File: config.mk
export PLATFORM = sky130hd
export DESIGN_NAME = seg_scan_driver
export DESIGN_NICKNAME = d
export VERILOG_FILES = /design/src/rtl/seg_pkg.sv /design/src/rtl/scan_prescaler.sv /design/src/rtl/seg_scan_driver.sv
export SDC_FILE = /design/constraint.sdc
export NUM_CORES = 1
export LEC_CHECK = 0
export CAP_MARGIN = 25
export CORE_MARGIN = 10
export CORE_UTILIZATION = 34
export CTS_BUF_LIST = sky130_fd_sc_hd__clkbuf_2
export DETAILED_ROUTE_END_ITERATION = 7
export GPL_TIMING_DRIVEN = 0
export PLACE_DENSITY = 0.52
export SKIP_LAST_GASP = 1
export SYNTH_ARGS = -nofsm -noshare
export SYNTH_HDL_FRONTEND = slang
export SYNTH_HIERARCHICAL = 1
export SYNTH_SLANG_ARGS = --single-unit
File: constraint.sdc
create_clock -name clk -period 2.55 [get_ports clk]
set_clock_uncertainty 0.15 [all_clocks]
set_input_delay 0.51 -clock clk [delete_from_list [all_inputs] [get_ports clk]]
set_output_delay 0.51 -clock clk [all_outputs]
set_load 0.02 [all_outputs]
File: src/rtl/seg_pkg.sv
// Shared types and constants for the 4-digit 7-segment scan driver.
package seg_pkg;

  localparam int unsigned NUM_DIGITS = 4;

  typedef logic [6:0] seg_t;
  typedef logic [1:0] slot_t;

  localparam seg_t                  SEG_OFF = 7'h7F;
  localparam logic [NUM_DIGITS-1:0] AN_OFF  = 4'hF;

  // One complete display image, indexed by scan slot (slot 0 = rightmost digit).
  typedef struct packed {
    seg_t [NUM_DIGITS-1:0]  segs;
    logic [NUM_DIGITS-1:0]  dp;
    logic [NUM_DIGITS-1:0]  en;
  } frame_t;

  localparam frame_t FRAME_OFF = {{NUM_DIGITS{SEG_OFF}}, {NUM_DIGITS{1'b1}}, {NUM_DIGITS{1'b0}}};

endpackage

File: src/rtl/scan_prescaler.sv
// Digit-slot timebase: cnt runs 0..REFRESH_DIV-1 per slot, slot walks 0..3.
module scan_prescaler
  import seg_pkg::*;
#(
  parameter int unsigned REFRESH_DIV = 100000,
  localparam int unsigned CNT_W = (REFRESH_DIV > 1) ? $clog2(REFRESH_DIV) : 1
) (
  input  logic             clk_i,
  input  logic             rst_i,
  output logic [CNT_W-1:0] cnt_o,
  output slot_t            slot_o,
  output logic             slot_wrap_c,
  output logic             frame_end_c
);

  logic [CNT_W-1:0] cnt_q, cnt_d;
  slot_t            slot_q, slot_d;

  assign slot_wrap_c = (cnt_q == CNT_W'(REFRESH_DIV - 1));
  assign frame_end_c = slot_wrap_c && (slot_q == 2'(NUM_DIGITS - 1));
  assign cnt_o       = cnt_q;
  assign slot_o      = slot_q;

  always_comb begin
    cnt_d  = cnt_q + CNT_W'(1);
    slot_d = slot_q;
    if (slot_wrap_c) begin
      cnt_d  = '0;
      slot_d = slot_q + 2'd1;
    end
  end

  always_ff @(posedge clk_i) begin
    if (rst_i) begin
      cnt_q  <= '0;
      slot_q <= '0;
    end else begin
      cnt_q  <= cnt_d;
      slot_q <= slot_d;
    end
  end

endmodule

File: src/rtl/seg_scan_driver.sv
// Time-multiplexed common-anode 4-digit driver with frame-synchronous
// double buffering and per-slot dead time.
module seg_scan_driver
  import seg_pkg::*;
#(
  parameter int unsigned REFRESH_DIV = 100000,
  parameter int unsigned DEAD_CYCLES = 1000
) (
  input  logic       clk,
  input  logic       rst,
  input  logic [6:0] cx1,
  input  logic [6:0] cx2,
  input  logic [6:0] cx3,
  input  logic [6:0] cx4,
  input  logic [3:0] dp_in,
  input  logic [3:0] digit_en,
  input  logic       load,
  output logic       pending,
  output logic       frame_tick,
  output logic [6:0] seg,
  output logic       dp,
  output logic [3:0] an
);

  localparam int unsigned CNT_W = (REFRESH_DIV > 1) ? $clog2(REFRESH_DIV) : 1;

  logic [CNT_W-1:0] cnt;
  slot_t            slot;
  logic             slot_wrap_c, frame_end_c, boundary_c;
  frame_t           sample_c;

  frame_t pend_buf_q, pend_buf_d;
  frame_t disp_q, disp_d;
  logic   pending_q, pending_d;
  logic   tick_q, tick_d;
  seg_t   seg_q, seg_d;
  logic   dp_q, dp_d;
  logic [NUM_DIGITS-1:0] an_q, an_d;

  scan_prescaler #(.REFRESH_DIV(REFRESH_DIV)) u_prescaler (
    .clk_i       (clk),
    .rst_i       (rst),
    .cnt_o       (cnt),
    .slot_o      (slot),
    .slot_wrap_c (slot_wrap_c),
    .frame_end_c (frame_end_c)
  );

  assign boundary_c = slot_wrap_c & frame_end_c;
  assign sample_c   = {{cx1, cx2, cx3, cx4}, dp_in, digit_en};

  // A load on the boundary cycle lands in the pending buffer after the old contents commit.
  always_comb begin
    pend_buf_d = pend_buf_q;
    pending_d  = pending_q;
    disp_d     = disp_q;
    if (boundary_c) begin
      if (pending_q) disp_d = pend_buf_q;
      pending_d = 1'b0;
    end
    if (load) begin
      pend_buf_d = sample_c;
      pending_d  = 1'b1;
    end
  end

  always_comb begin
    seg_d  = SEG_OFF;
    dp_d   = 1'b1;
    an_d   = AN_OFF;
    tick_d = boundary_c;
    if ((cnt >= CNT_W'(DEAD_CYCLES)) && disp_q.en[slot]) begin
      an_d  = ~(4'b0001 << slot);
      seg_d = disp_q.segs[slot];
      dp_d  = disp_q.dp[slot];
    end
  end

  always_ff @(posedge clk) begin
    if (rst) begin
      pend_buf_q <= FRAME_OFF;
      disp_q     <= FRAME_OFF;
      pending_q  <= 1'b0;
      tick_q     <= 1'b0;
      seg_q      <= SEG_OFF;
      dp_q       <= 1'b1;
      an_q       <= AN_OFF;
    end else begin
      pend_buf_q <= pend_buf_d;
      disp_q     <= disp_d;
      pending_q  <= pending_d;
      tick_q     <= tick_d;
      seg_q      <= seg_d;
      dp_q       <= dp_d;
      an_q       <= an_d;
    end
  end

  assign pending    = pending_q;
  assign frame_tick = tick_q;
  assign seg        = seg_q;
  assign dp         = dp_q;
  assign an         = an_q;

endmodule

* Yosys cells after proc, flatten, opt, wreduce, memory -nomap -nowiden
Cells that the tools add are included.
** Operators by class
- Eq/ne operators :: 2
- Order comparisons :: 2
- Add/subtract/negate cells :: 2
- Shifts and indexed selects :: 1
- Mux-type cells :: 8
- Bitwise logic cells :: 3
- Reductions and logical operators :: 6
** Operator list (number)
- 17-bit by 1-bit adder with 17-bit output (second input constant) :: 1
- 17-bit == test (second input constant) :: 1
- 17-bit by 10-bit >= comparator with 1-bit output (second input constant) :: 1
- 7-bit binary-select mux with 2-bit select :: 1
- 7-bit 2-to-1 mux :: 1
- 1-bit binary-select mux with 2-bit select :: 2
- 1-bit 2-to-1 mux :: 4
- 4-bit inverter :: 1
- 2-bit OR reduction :: 2
- 1-bit by 2-bit << shifter with 4-bit output (first input constant) :: 1
- 2-bit by 3-bit less-than comparator with 1-bit output (second input constant) :: 1
- 2-bit by 1-bit adder with 2-bit output (second input constant) :: 1
- 2-bit == test (second input constant) :: 1
- 1-bit logical AND :: 2
- 2-bit AND reduction :: 1
- 2-bit nonzero test :: 1
- 1-bit AND :: 1
- 1-bit inverter :: 1
** Word-level totals
- Output and inout bits :: 14
- Bits in registers :: 105

* Longest topological paths before layout
- Depth in word-level cells :: 5
- Depth in mapped cells :: 9

* Hierarchy
Netlist, hierarchy kept.
** By module, submodules not included
- seg_scan_driver :: cells an instance 359, instances 1, area each 3319.4 µm²
- scan_prescaler :: cells an instance 99, instances 1, area each 885.8 µm²

* Worst setup path after synthesis
No wires, ideal clock.
- Kind :: reg-to-reg
- From :: register u_prescaler.cnt_q[6], in the netlist u_prescaler/cnt_o[6]
- To :: register disp_q[22] (netlist name)
- Required time :: 2.259 ns
- Arrival :: 2.058 ns
- Period minus slack after synthesis :: 2.349 ns
- Cell stages (with the launch flop) :: 9
- Slack :: 0.201 ns
- Path through :: dfxtp_1 clkbuf_2 or4b_1 nor4_4 and2_1 and3_1 buf_2 buf_2 o211ai_1
** Between the ends
- Cells in the longest elaborated chain, start to end :: 4
** Ends and longest elaborated chain
- from (decl) :: RTL line scan_prescaler.sv:16 : logic [CNT_W-1:0] cnt_q, cnt_d;
- from (signal assigned) :: RTL line scan_prescaler.sv:38 : cnt_q <= cnt_d;
- 17-bit == test :: RTL line scan_prescaler.sv:19 : assign slot_wrap_c = (cnt_q == CNT_W'(REFRESH_DIV - 1));
- via slot_wrap_c :: RTL line seg_scan_driver.sv:29 : logic slot_wrap_c, frame_end_c, boundary_c;
- 1-bit logical AND :: RTL line scan_prescaler.sv:20 : assign frame_end_c = slot_wrap_c && (slot_q == 2'(NUM_DIGITS - 1));
- via frame_end_c :: RTL line seg_scan_driver.sv:29
- 1-bit AND :: RTL line seg_scan_driver.sv:49 : assign boundary_c = slot_wrap_c & frame_end_c;
- 2-bit AND reduction (no source line)
- to (signal assigned) :: RTL line seg_scan_driver.sv:90 : disp_q <= disp_d;
- to (decl) :: RTL line seg_scan_driver.sv:33 : frame_t disp_q, disp_d;
The timed path passes the listed nets, and every way through them passes these cells.
A chain may end at the register's enable or synchronous reset.

* Final worst setup path
- From :: register u_prescaler.cnt_q[6], in the netlist u_prescaler/cnt_o[6]
- To :: register disp_q[20] (netlist name)
Same word-level chain as after synthesis.

==> flow_summary.ini <==
[pwr]
netSwitchingFraction_pct = 23.9
seqPwrFrac_pct = 64.7
p_clk_share_pct = 28.5
p_switching_uw = 632
ir_drop_v = 0.000228
p_int_uw = 2010
leakage_uw = 0.00203
power_density_nw_per_um2 = 522
combPwrFrac_pct = 6.7

[die]
start_util_pct = 34.9
core_um2 = 12100
ios = 53
rows = 40
die_area_um2 = 17200
die_h_um = 131
die_w_um = 131

[sta]
period_share_pct = 95.1
final.min_clock_period_ps = 2430
setup_slack_ps = 125
slew_headroom_pct = 65.3
fmax_mhz = 412
slew_violations = 0
finalHoldViolCount = 0
finalSetupViolCount = 0
worst_pin_slew_ps = 521

[logic_synthesis]
avgSynthCellArea_um2 = 9.18
ys_warn_count = 6
yosysTopAreaCell = dfxtp_1
syn_inst = 458
ys_ff_latch = 105
synth.area.top_cells = dfxtp_1 50%, nand2_1 9.2%, mux2i_1 8.8%
yosysMostFrequentCell = dfxtp_1
netlist-cell-type-count = 37
synth_ff_type = dfxtp_1
synth_edf_count = 0
async_reset_ff_share_pct = 0
syn_nets = 499
seq_area_frac_synth_pct = 50.0
synthTopCellsByCount = 105 x dfxtp_1, 103 x nand2_1, 37 x mux2i_1
yosys.area.top_type_share_pct = 50.0
synthesis.area_um2 = 4210

[clocking]
cts_num_sinks = 105
path_clk_slew_ps = 260
root_buffer = clkbuf_2
clk_path_buf_depth = 2
cts_buffers = 9
tritoncts = done
clock_latency_ps = 610
htree_levels = 3

[setup_path]
worstSetupPathType = flop to flop
crit_path_start_kind = flop
required_ps = 2970
worst_ep_arrival_time_ps = 2840
end_kind = flop
path_max_fanout = 10

[place]
dp_hpwl_um = 7640
place_congestion = 0.853
place_inst = 677
io_buffers = 51
pre_cts_ws_ps = -288

[cells_and_area]
n_antenna_cell = 0
nets = 562
final_cells = 694
syn2layout_area_growth_pct = 20.4
fillers = 1230
drive_gt1_share_pct = 8.17

[run]
cap_violations = 0

[global_routing]
grt_usage_pct = 12.0
grt_max_degree = 17
overflow = 0
grt_pass1_wl_um = 16900
grt_pass1_vias = 3361
antenna_found_initial = 0

[min_path]
hold_class = primary input to flop

[drt]
dr.pass1.iters = 4
ant_nets = 0
wire_per_inst_um = 14.9
drtIter0Drc = 201
routed_wl_um = 10300
viasPerCell = 4.78
num_vias = 3320
route.detailed.drc = 0

[status]
outcome = finished, final reports clean
[per-stage QoR]
step	hold WS [ps]	utilization [%]	total power [uW]	TNS, ps	area, um^2
5_1_grt	62.4	42.0	2780	-0.159	5060
2_1_floorplan	281	-	1830	0	4210
3_5_place_dp	302	40.8	1920	-8390	4930
3_3_place_gp	301	40.8	1920	-6740	4930
6_report	137	42.0	2640	0	5060
4_1_cts	70.3	41.9	2690	0	5050
[power by group through the flow]
stage / combinational [uW] / sequential [uW] / clock (uW)
CTS: 181 / 1710 / 795
floorplan: 95.1 / 1730 / 0
global route: 198 / 1720 / 859
global placement: 177 / 1740 / 0
detailed placement: 180 / 1740 / 0
finish: 178 / 1710 / 754
[final timing paths]
check                                   from                               to  slack (ps)  cells after the start
max          u_prescaler/cnt_o[6]$_SDFF_PP0_          disp_q[20]$_SDFFE_PP1P_         120                      9
min                                     load      pend_buf_q[35]$_SDFFE_PP1P_         140                      3
max reg2reg  u_prescaler/cnt_o[6]$_SDFF_PP0_          disp_q[20]$_SDFFE_PP1P_         120                      9
min reg2reg  u_prescaler/cnt_o[0]$_SDFF_PP0_  u_prescaler/cnt_o[0]$_SDFF_PP0_         320                      1
[worst max-delay path, cell delays in order (launching register included)]
cell      delay [ps]
dfxtp_1          370
clkbuf_2         170
or4b_1           570
nor4_4           170
and2_1           210
and3_1           160
clkbuf_4         200
clkbuf_4         220
nand2_1          100
nand3_1           80
[kinds of logic after synthesis]
kind of cell             count (synthesis)  synth area share, %
buffers and inverters                   47                 5.83
adder cells (fa/ha/maj)                  2                0.595
flip-flops                             105                 50.0
AO/OA/AOI/OAI                           46                 8.63
multiplexers                            37                 8.81
XOR/XNOR                                14                 2.92
AND/OR/NAND/NOR                        207                 23.2
[layout make-up]
| cell class | count | area, um^2 | area share (%) |
|---|---|---|---|
| tap | 168 | 210 | 4.15 |
| sequential | 105 | 2100 | 41.6 |
| multi-input combinational | 306 | 1860 | 36.7 |
| clock buffer | 10 | 50.0 | 0.988 |
| buffer | 33 | 208 | 4.10 |
| timing repair buffer | 53 | 526 | 10.4 |
| clock inverter | 6 | 58.8 | 1.16 |
| inverter | 13 | 48.8 | 0.964 |
[per-layer routing]
metal | wire length, um | up-vias | part of all wire (%) | track usage, %
met5 | 0 | - | 0 | 0
met1 | 4860 | 1538 | 47 | 15.2
met3 | 506 | 10 | 4.9 | 3.39
met4 | 117 | 0 | 1.1 | 4.75
met2 | 4830 | 63 | 47 | 19.0
li1 | - | 1709 | - | -
[flip-flops by register name, indices dropped and copies added, names as in the netlist]
| register | count |
|---|---|
| an | 4 |
| disp_q | 36 |
| dp | 1 |
| frame_tick | 1 |
| pend_buf_q | 36 |
| pending | 1 |
| seg | 7 |
| u_prescaler/cnt_o | 17 |
| u_prescaler/slot_o | 2 |
[placed cells by master, fill, tap and decap left out, types with 3 or more instances in the layout]
master / Yosys / layout
nand3b_1: 8 / 8
clkdlybuf4s50_1: 0 / 51
a21oi_1: 7 / 7
clkbuf_4: 0 / 3
or3_1: 3 / 3
dfxtp_1: 105 / 103
o211ai_1: 10 / 10
nand4_1: 6 / 6
o311ai_0: 8 / 8
clkinv_1: 0 / 3
clkbuf_2: 1 / 12
nand3_1: 31 / 31
nor2_1: 28 / 28
nor3b_1: 8 / 8
inv_1: 13 / 13
nor3_1: 3 / 3
nand2_1: 103 / 103
buf_2: 9 / 5
a311o_1: 8 / 8
mux2i_1: 37 / 37
clkbuf_1: 10 / 7
xnor2_1: 11 / 11
buf_4: 5 / 9
buf_1: 4 / 4
o21ai_0: 3 / 3
nor4_1: 6 / 6
buf_6: 5 / 5
xor2_1: 3 / 3
o2111ai_1: 10 / 10
[repair_timing]
item                       in CTS  in global routing
cloned                          0                  0
resized for setup               0                 14
setup endpoints to repair      36                 32
hold buffers                    0                  0
buffers inserted                2                  0
pin swaps                       1                  0
Power figures use the tool's default switching activity.
